<file path="config.mk">
export PLATFORM = sky130hd
export DESIGN_NAME = uart_rx_fifo
export DESIGN_NICKNAME = d
export VERILOG_FILES = /design/src/rtl/uart_rx_fifo.sv
export SDC_FILE = /design/constraint.sdc
export NUM_CORES = 1
export LEC_CHECK = 0
export ABC_AREA = 1
export CAP_MARGIN = 20
export CELL_PAD_IN_SITES_DETAIL_PLACEMENT = 0
export CELL_PAD_IN_SITES_GLOBAL_PLACEMENT = 1
export CORE_MARGIN = 2
export CORE_UTILIZATION = 48
export DETAILED_ROUTE_END_ITERATION = 8
export GPL_TIMING_DRIVEN = 0
export MAX_ROUTING_LAYER = met4
export PLACE_DENSITY = 0.8
export SETUP_SLACK_MARGIN = 0.3
export SLEW_MARGIN = 0
export SYNTH_ARGS = -nofsm -noshare
export SYNTH_HDL_FRONTEND = slang
export SYNTH_SLANG_ARGS = --single-unit
</file>
<file path="constraint.sdc">
create_clock -name clk -period 3.5 [get_ports clk]
set_input_delay 0.525 -clock clk [delete_from_list [all_inputs] [get_ports clk]]
set_output_delay 0.525 -clock clk [all_outputs]
set_load 0.01 [all_outputs]
</file>
<file path="src/rtl/uart_rx_fifo.sv">
// uart_rx_fifo: UART 8N1 receiver feeding a small byte FIFO with a valid/ready output stream.
//
// The serial input passes through a two-flop synchronizer. Start-bit detection re-checks the
// line at mid-bit, and every later bit is sampled at its centre. Completed bytes are pushed on
// the stop-sample cycle. The FIFO head is driven from registered storage, so a byte is never
// shown on the same cycle it is pushed.
//
// Optional feature: define UART_RX_PARITY_EN to receive 8E1 frames. This adds a PARITY state
// and the parity_err output. Bytes with bad parity are dropped.
//
// Ports:
//   clk         system clock, rising edge
//   reset       synchronous active-high reset
//   rx          asynchronous serial input, idle high
//   data_out    byte at FIFO head
//   data_valid  FIFO non-empty
//   data_ready  consumer accepts data_out when data_valid && data_ready
//   frame_err   one-cycle pulse: stop bit sampled low
//   overrun     one-cycle pulse: byte arrived while FIFO full and was dropped
//   parity_err  (UART_RX_PARITY_EN only) one-cycle pulse: parity mismatch
//   fifo_count  bytes currently held
module uart_rx_fifo #(
  parameter int unsigned CLKS_PER_BIT = 16,
  parameter int unsigned FIFO_DEPTH   = 4
) (
  input  logic                          clk,
  input  logic                          reset,
  input  logic                          rx,
  output logic [7:0]                    data_out,
  output logic                          data_valid,
  input  logic                          data_ready,
  output logic                          frame_err,
  output logic                          overrun,
`ifdef UART_RX_PARITY_EN
  output logic                          parity_err,
`endif
  output logic [$clog2(FIFO_DEPTH):0]   fifo_count
);

  localparam int unsigned CntW  = $clog2(CLKS_PER_BIT);
  localparam int unsigned AddrW = $clog2(FIFO_DEPTH);

  localparam logic [CntW-1:0]  HalfLast = CntW'(CLKS_PER_BIT / 2 - 1);
  localparam logic [CntW-1:0]  BitLast  = CntW'(CLKS_PER_BIT - 1);
  localparam logic [CntW-1:0]  CntOne   = CntW'(1);
  localparam logic [AddrW:0]   CountMax = (AddrW + 1)'(FIFO_DEPTH);
  localparam logic [AddrW:0]   CountOne = (AddrW + 1)'(1);
  localparam logic [AddrW-1:0] PtrOne   = AddrW'(1);

  typedef enum logic [2:0] {
    StIdle,
    StStart,
    StData,
`ifdef UART_RX_PARITY_EN
    StParity,
`endif
    StStop,
    StWaitHigh
  } state_e;

  // Synchronizer
  logic rx_meta_q, rx_s_q;

  // Receiver
  state_e          state_q, state_d;
  logic [CntW-1:0] cnt_q, cnt_d;
  logic [2:0]      bit_q, bit_d;
  logic [7:0]      shift_q, shift_d;
  logic            frame_err_q, frame_err_d;
  logic            push;
`ifdef UART_RX_PARITY_EN
  logic            par_bad_q, par_bad_d;
  logic            parity_err_q, parity_err_d;
`endif

  // FIFO
  logic [7:0]       mem_q [FIFO_DEPTH];
  logic [AddrW-1:0] wr_ptr_q, rd_ptr_q;
  logic [AddrW:0]   count_q, count_d;
  logic             overrun_q, overrun_d;
  logic             pop, push_ok, full;

  always_comb begin
    state_d     = state_q;
    cnt_d       = cnt_q;
    bit_d       = bit_q;
    shift_d     = shift_q;
    frame_err_d = 1'b0;
    push        = 1'b0;
`ifdef UART_RX_PARITY_EN
    par_bad_d    = par_bad_q;
    parity_err_d = 1'b0;
`endif
    case (state_q)
      StIdle: begin
        if (!rx_s_q) begin
          state_d = StStart;
          cnt_d   = '0;
          bit_d   = '0;
        end
      end
      StStart: begin
        // Mid-bit recheck rejects short glitches on the line.
        if (cnt_q == HalfLast) begin
          cnt_d   = '0;
          state_d = rx_s_q ? StIdle : StData;
        end else begin
          cnt_d = cnt_q + CntOne;
        end
      end
      StData: begin
        if (cnt_q == BitLast) begin
          cnt_d   = '0;
          shift_d = {rx_s_q, shift_q[7:1]};
          bit_d   = bit_q + 3'd1;
          if (bit_q == 3'd7) begin
`ifdef UART_RX_PARITY_EN
            state_d = StParity;
`else
            state_d = StStop;
`endif
          end
        end else begin
          cnt_d = cnt_q + CntOne;
        end
      end
`ifdef UART_RX_PARITY_EN
      StParity: begin
        if (cnt_q == BitLast) begin
          cnt_d     = '0;
          par_bad_d = rx_s_q ^ (^shift_q);
          state_d   = StStop;
        end else begin
          cnt_d = cnt_q + CntOne;
        end
      end
`endif
      StStop: begin
        if (cnt_q == BitLast) begin
          cnt_d = '0;
`ifdef UART_RX_PARITY_EN
          parity_err_d = par_bad_q;
`endif
          if (rx_s_q) begin
`ifdef UART_RX_PARITY_EN
            push = !par_bad_q;
`else
            push = 1'b1;
`endif
            state_d = StIdle;
          end else begin
            frame_err_d = 1'b1;
            state_d     = StWaitHigh;
          end
        end else begin
          cnt_d = cnt_q + CntOne;
        end
      end
      StWaitHigh: begin
        // Line held low (break); wait for it to return high before hunting again.
        if (rx_s_q) begin
          state_d = StIdle;
        end
      end
      default: state_d = StIdle;
    endcase
  end

  always_comb begin
    full      = (count_q == CountMax);
    pop       = data_valid && data_ready;
    // A pop in the same cycle frees the slot, so a full FIFO can still accept.
    push_ok   = push && (!full || pop);
    overrun_d = push && full && !pop;
    count_d   = count_q;
    if (push_ok && !pop) begin
      count_d = count_q + CountOne;
    end else if (!push_ok && pop) begin
      count_d = count_q - CountOne;
    end
  end

  always_ff @(posedge clk) begin
    if (reset) begin
      rx_meta_q   <= 1'b1;
      rx_s_q      <= 1'b1;
      state_q     <= StIdle;
      cnt_q       <= '0;
      bit_q       <= '0;
      shift_q     <= '0;
      frame_err_q <= 1'b0;
`ifdef UART_RX_PARITY_EN
      par_bad_q    <= 1'b0;
      parity_err_q <= 1'b0;
`endif
      wr_ptr_q    <= '0;
      rd_ptr_q    <= '0;
      count_q     <= '0;
      overrun_q   <= 1'b0;
      for (int i = 0; i < FIFO_DEPTH; i++) begin
        mem_q[i] <= 8'h00;
      end
    end else begin
      rx_meta_q   <= rx;
      rx_s_q      <= rx_meta_q;
      state_q     <= state_d;
      cnt_q       <= cnt_d;
      bit_q       <= bit_d;
      shift_q     <= shift_d;
      frame_err_q <= frame_err_d;
`ifdef UART_RX_PARITY_EN
      par_bad_q    <= par_bad_d;
      parity_err_q <= parity_err_d;
`endif
      count_q     <= count_d;
      overrun_q   <= overrun_d;
      if (push_ok) begin
        mem_q[wr_ptr_q] <= shift_q;
        wr_ptr_q        <= wr_ptr_q + PtrOne;
      end
      if (pop) begin
        rd_ptr_q <= rd_ptr_q + PtrOne;
      end
    end
  end

  assign data_out   = mem_q[rd_ptr_q];
  assign data_valid = (count_q != '0);
  assign fifo_count = count_q;
  assign frame_err  = frame_err_q;
  assign overrun    = overrun_q;
`ifdef UART_RX_PARITY_EN
  assign parity_err = parity_err_q;
`endif

endmodule

</file>
==> impl_metrics.csv <==
group,metric,value,unit
run_status,run_status,"finished clean",
power,pwr-share-clk,32.7,%
clock_network,clk_latency,0.34,ns
timing,maxSlewViolCount,0,
setup_path,critPathMaxFanout,10,
power,p_sw,749.0,µW
timing,fin_skew,0.004098,ns
yosys,yosys_warnings,0,
clock_network,cts_hold_buf,0,
setup_path,crit_path_end_kind,"output pin",
drt,ant_nets,0,
timing,hold_viol,0,
cells_and_area,layout_common_cells,"nor2_1, o21ai_0, edfxtp_1",
place,port_buffers,16,
drt,via_per_inst,5.068,
cells_and_area,drive_gt1_share,12.06,%
place,post-dp-hpwl,3877,µm
cells_and_area,final_common_cell,"nor2_1",
clock_network,htree_levels,3,
global_routing,grt_pass1_vias,2005,
drt,vias,2088,
floorplan,die_area,6491,µm²
global_routing,antenna_found_initial,0,
timing,timing.fmax,0.3715,GHz
clock_network,clk_pin_slew,0.07,ns
setup_path,reg2reg_depth,12,
global_routing,use_met1,23.50,%
global_routing,grt_use_met2,31.75,%
global_routing,grt_max_degree,13,
drt,first_pass_iters,6,
drt,wl_per_cell,13.30,µm
place,pre_cts_slack,0.8922,ns
place,place_congestion,0.8448,
timing,period_share,76.92,%
global_routing,gr-usage-met3,5.843,%
cells_and_area,syn_to_final_growth,17.83,%
floorplan,dieWidth,80.57,µm
global_routing,grt.busiest_layer,"met2",
flow_run,maxCapViolations,0,
drt,drc,0,
setup_path,crit_type,"reg2out",
drt,wl,5480,µm
yosys,ys_seq_elements,63,
yosys,synth_nets,316,
power,ir_drop,0.0003622,V
setup_path,crit_required,2.97,ns
floorplan,io_pins,18,
clock_network,postCtsSetupBuffers,0,
power,p_leak,0.001231,µW
timing,rsz0062_at_grt,"no",
power,combinationalPowerShare,28.3,%
floorplan,die-height,80.57,µm
timing,setup_viol,0,
global_routing,grt_use_total,20.01,%
timing,layout_setup_ws,0.8080,ns
cells_and_area,num_antenna_cells,0,
floorplan,core,5574,µm²
timing,tightest_slew,0.5863,ns
power,p_sw_share,31.92,%
cells_and_area,nets,344,
clock_network,clock_path_buffers,2,
clock_network,cts_buffers,9,
worst_hold_path,hold_depth,2,
drt,drtIter0Drc,128,
clock_network,root_buffer,"clkbuf_8",
yosys,synth_area_per_cell,9.166,µm²
yosys,synth.distinct_cells,28,
global_routing,grt_pass1_wl,9390,µm
clock_network,cts_resized,0,
clock_network,cts_tree,"yes",
power,p_per_area,707.8,nW/µm²
yosys,netlist_area,2814,µm²
setup_path,cp.arrival,2.17,ns
yosys,seq_area_frac_synth,56.20,%
power,seq_power_share,39.0,%
floorplan,rows,27,
setup_path,cp-start-kind,"flip-flop",
floorplan,start_util,50.48,%
global_routing,grt_overflow,0,
cells_and_area,fillCellCount,494,
clock_network,cts.sinks,63,
timing,fin_tns_setup,0,ns
timing,fin_crit,2.692,ns
yosys,synthCells,307,
timing,slew_headroom,60.50,%
worst_hold_path,worstHoldPathType,"in2reg",
power,intPower,1598,µW
[flip-flops by register name (all words and copies together) (netlist names), named ones only]
name / flops
rx_meta_q: 1
mem_q: 32
rd_ptr_q: 2
wr_ptr_q: 2
bit_q: 3
fifo_count: 3
frame_err: 1
overrun: 1
rx_s_q: 1
state_q: 3
shift_q: 8
cnt_q: 4
[area by class of cell]
cell class	count	area, µm²	area share (%)
Inverter	32	122.6	3.698
Tap cell	72	90.09	2.717
Clock buffer	9	123.9	3.736
Multi-Input combinational cell	206	1069	32.23
Timing Repair Buffer	17	167.7	5.057
Sequential cell	63	1582	47.70
Buffer	6	41.29	1.245
Clock inverter	7	120.1	3.623
[Yosys cell counts (all sizes together)]
cell type / number / area, µm²
buf: 2 / 16.26
fa: 1 / 20.02
a21oi: 23 / 115.1
nand2: 31 / 121.4
xor2: 1 / 8.760
nor2: 77 / 311.5
o22ai: 8 / 50.05
edfxtp: 32 / 960.9
nor3: 1 / 5.000
ha: 4 / 50.05
xnor2: 1 / 8.760
clkbuf: 4 / 25.02
or2: 4 / 25.02
o21ai: 33 / 165.2
dfxtp: 31 / 620.6
a21boi: 1 / 7.510
inv: 32 / 122.6
nand4: 2 / 27.53
nand3: 19 / 152.6
[per-stage QoR]
stage	util (%)	hold WS (ns)	std cells	total power [µW]	cell area [µm²]
5_1_grt	59.48	0.3946	412	2509	3316
4_1_cts	59.48	0.3928	412	2364	3316
2_1_floorplan	-	0.3895	307	1372	2814
6_report	59.48	0.4113	412	2347	3316
3_3_place_gp	54.97	0.3925	395	1594	3064
3_5_place_dp	55.11	0.3980	396	1595	3072
[worst max-delay path, stage by stage (launching register included)]
cell and delay, ns:
dfxtp_1 0.39, inv_1 0.20, clkbuf_1 0.40, o21ai_0 0.16
o22ai_1 0.13, clkdlybuf4s50_1 0.56
[path summary, 6_finish.rpt]
kind	to	slack, ns	startpoint
hold / removal	wr_ptr_q[1]$_SDFFE_PP0P_	0.41	reset
setup / recovery	data_out[3]	0.81	flip-flop
setup reg to reg	fifo_count[2]$_SDFFE_PP0P_	1.23	cnt_q[0]$_SDFFE_PP0P_
hold reg to reg	rx_s_q$_SDFF_PP1_	0.41	rx_meta_q$_SDFF_PP1_
[logic make-up after synthesis]
family          count (synthesis)  share of synthesized area (%)
flops                          63                          56.20
fa+ha+maj                       5                          2.490
simple gates                  134                          22.85
buf+inv                        38                          5.825
xor+xnor                        2                         0.6226
compound gates                 65                          12.01
[power groups by stage]
| stage | clock network, µW | registers (µW) | logic, µW |
|---|---|---|---|
| floorplan | 0 | 923 | 449 |
| global placement | 0 | 932 | 661 |
| detailed placement | 0 | 932 | 662 |
| CTS | 783 | 916 | 666 |
| global route | 813 | 928 | 768 |
| finish | 766 | 916 | 665 |
[per-layer routing]
| layer | vias up | part of all wire (%) |
|---|---|---|
| li1 | 1081 | - |
| met1 | 951 | 46 |
| met5 | - | 0 |
| met3 | 11 | 3.6 |
| met4 | 0 | 2.3 |
| met2 | 45 | 49 |
Power figures use the tool's default switching activity.
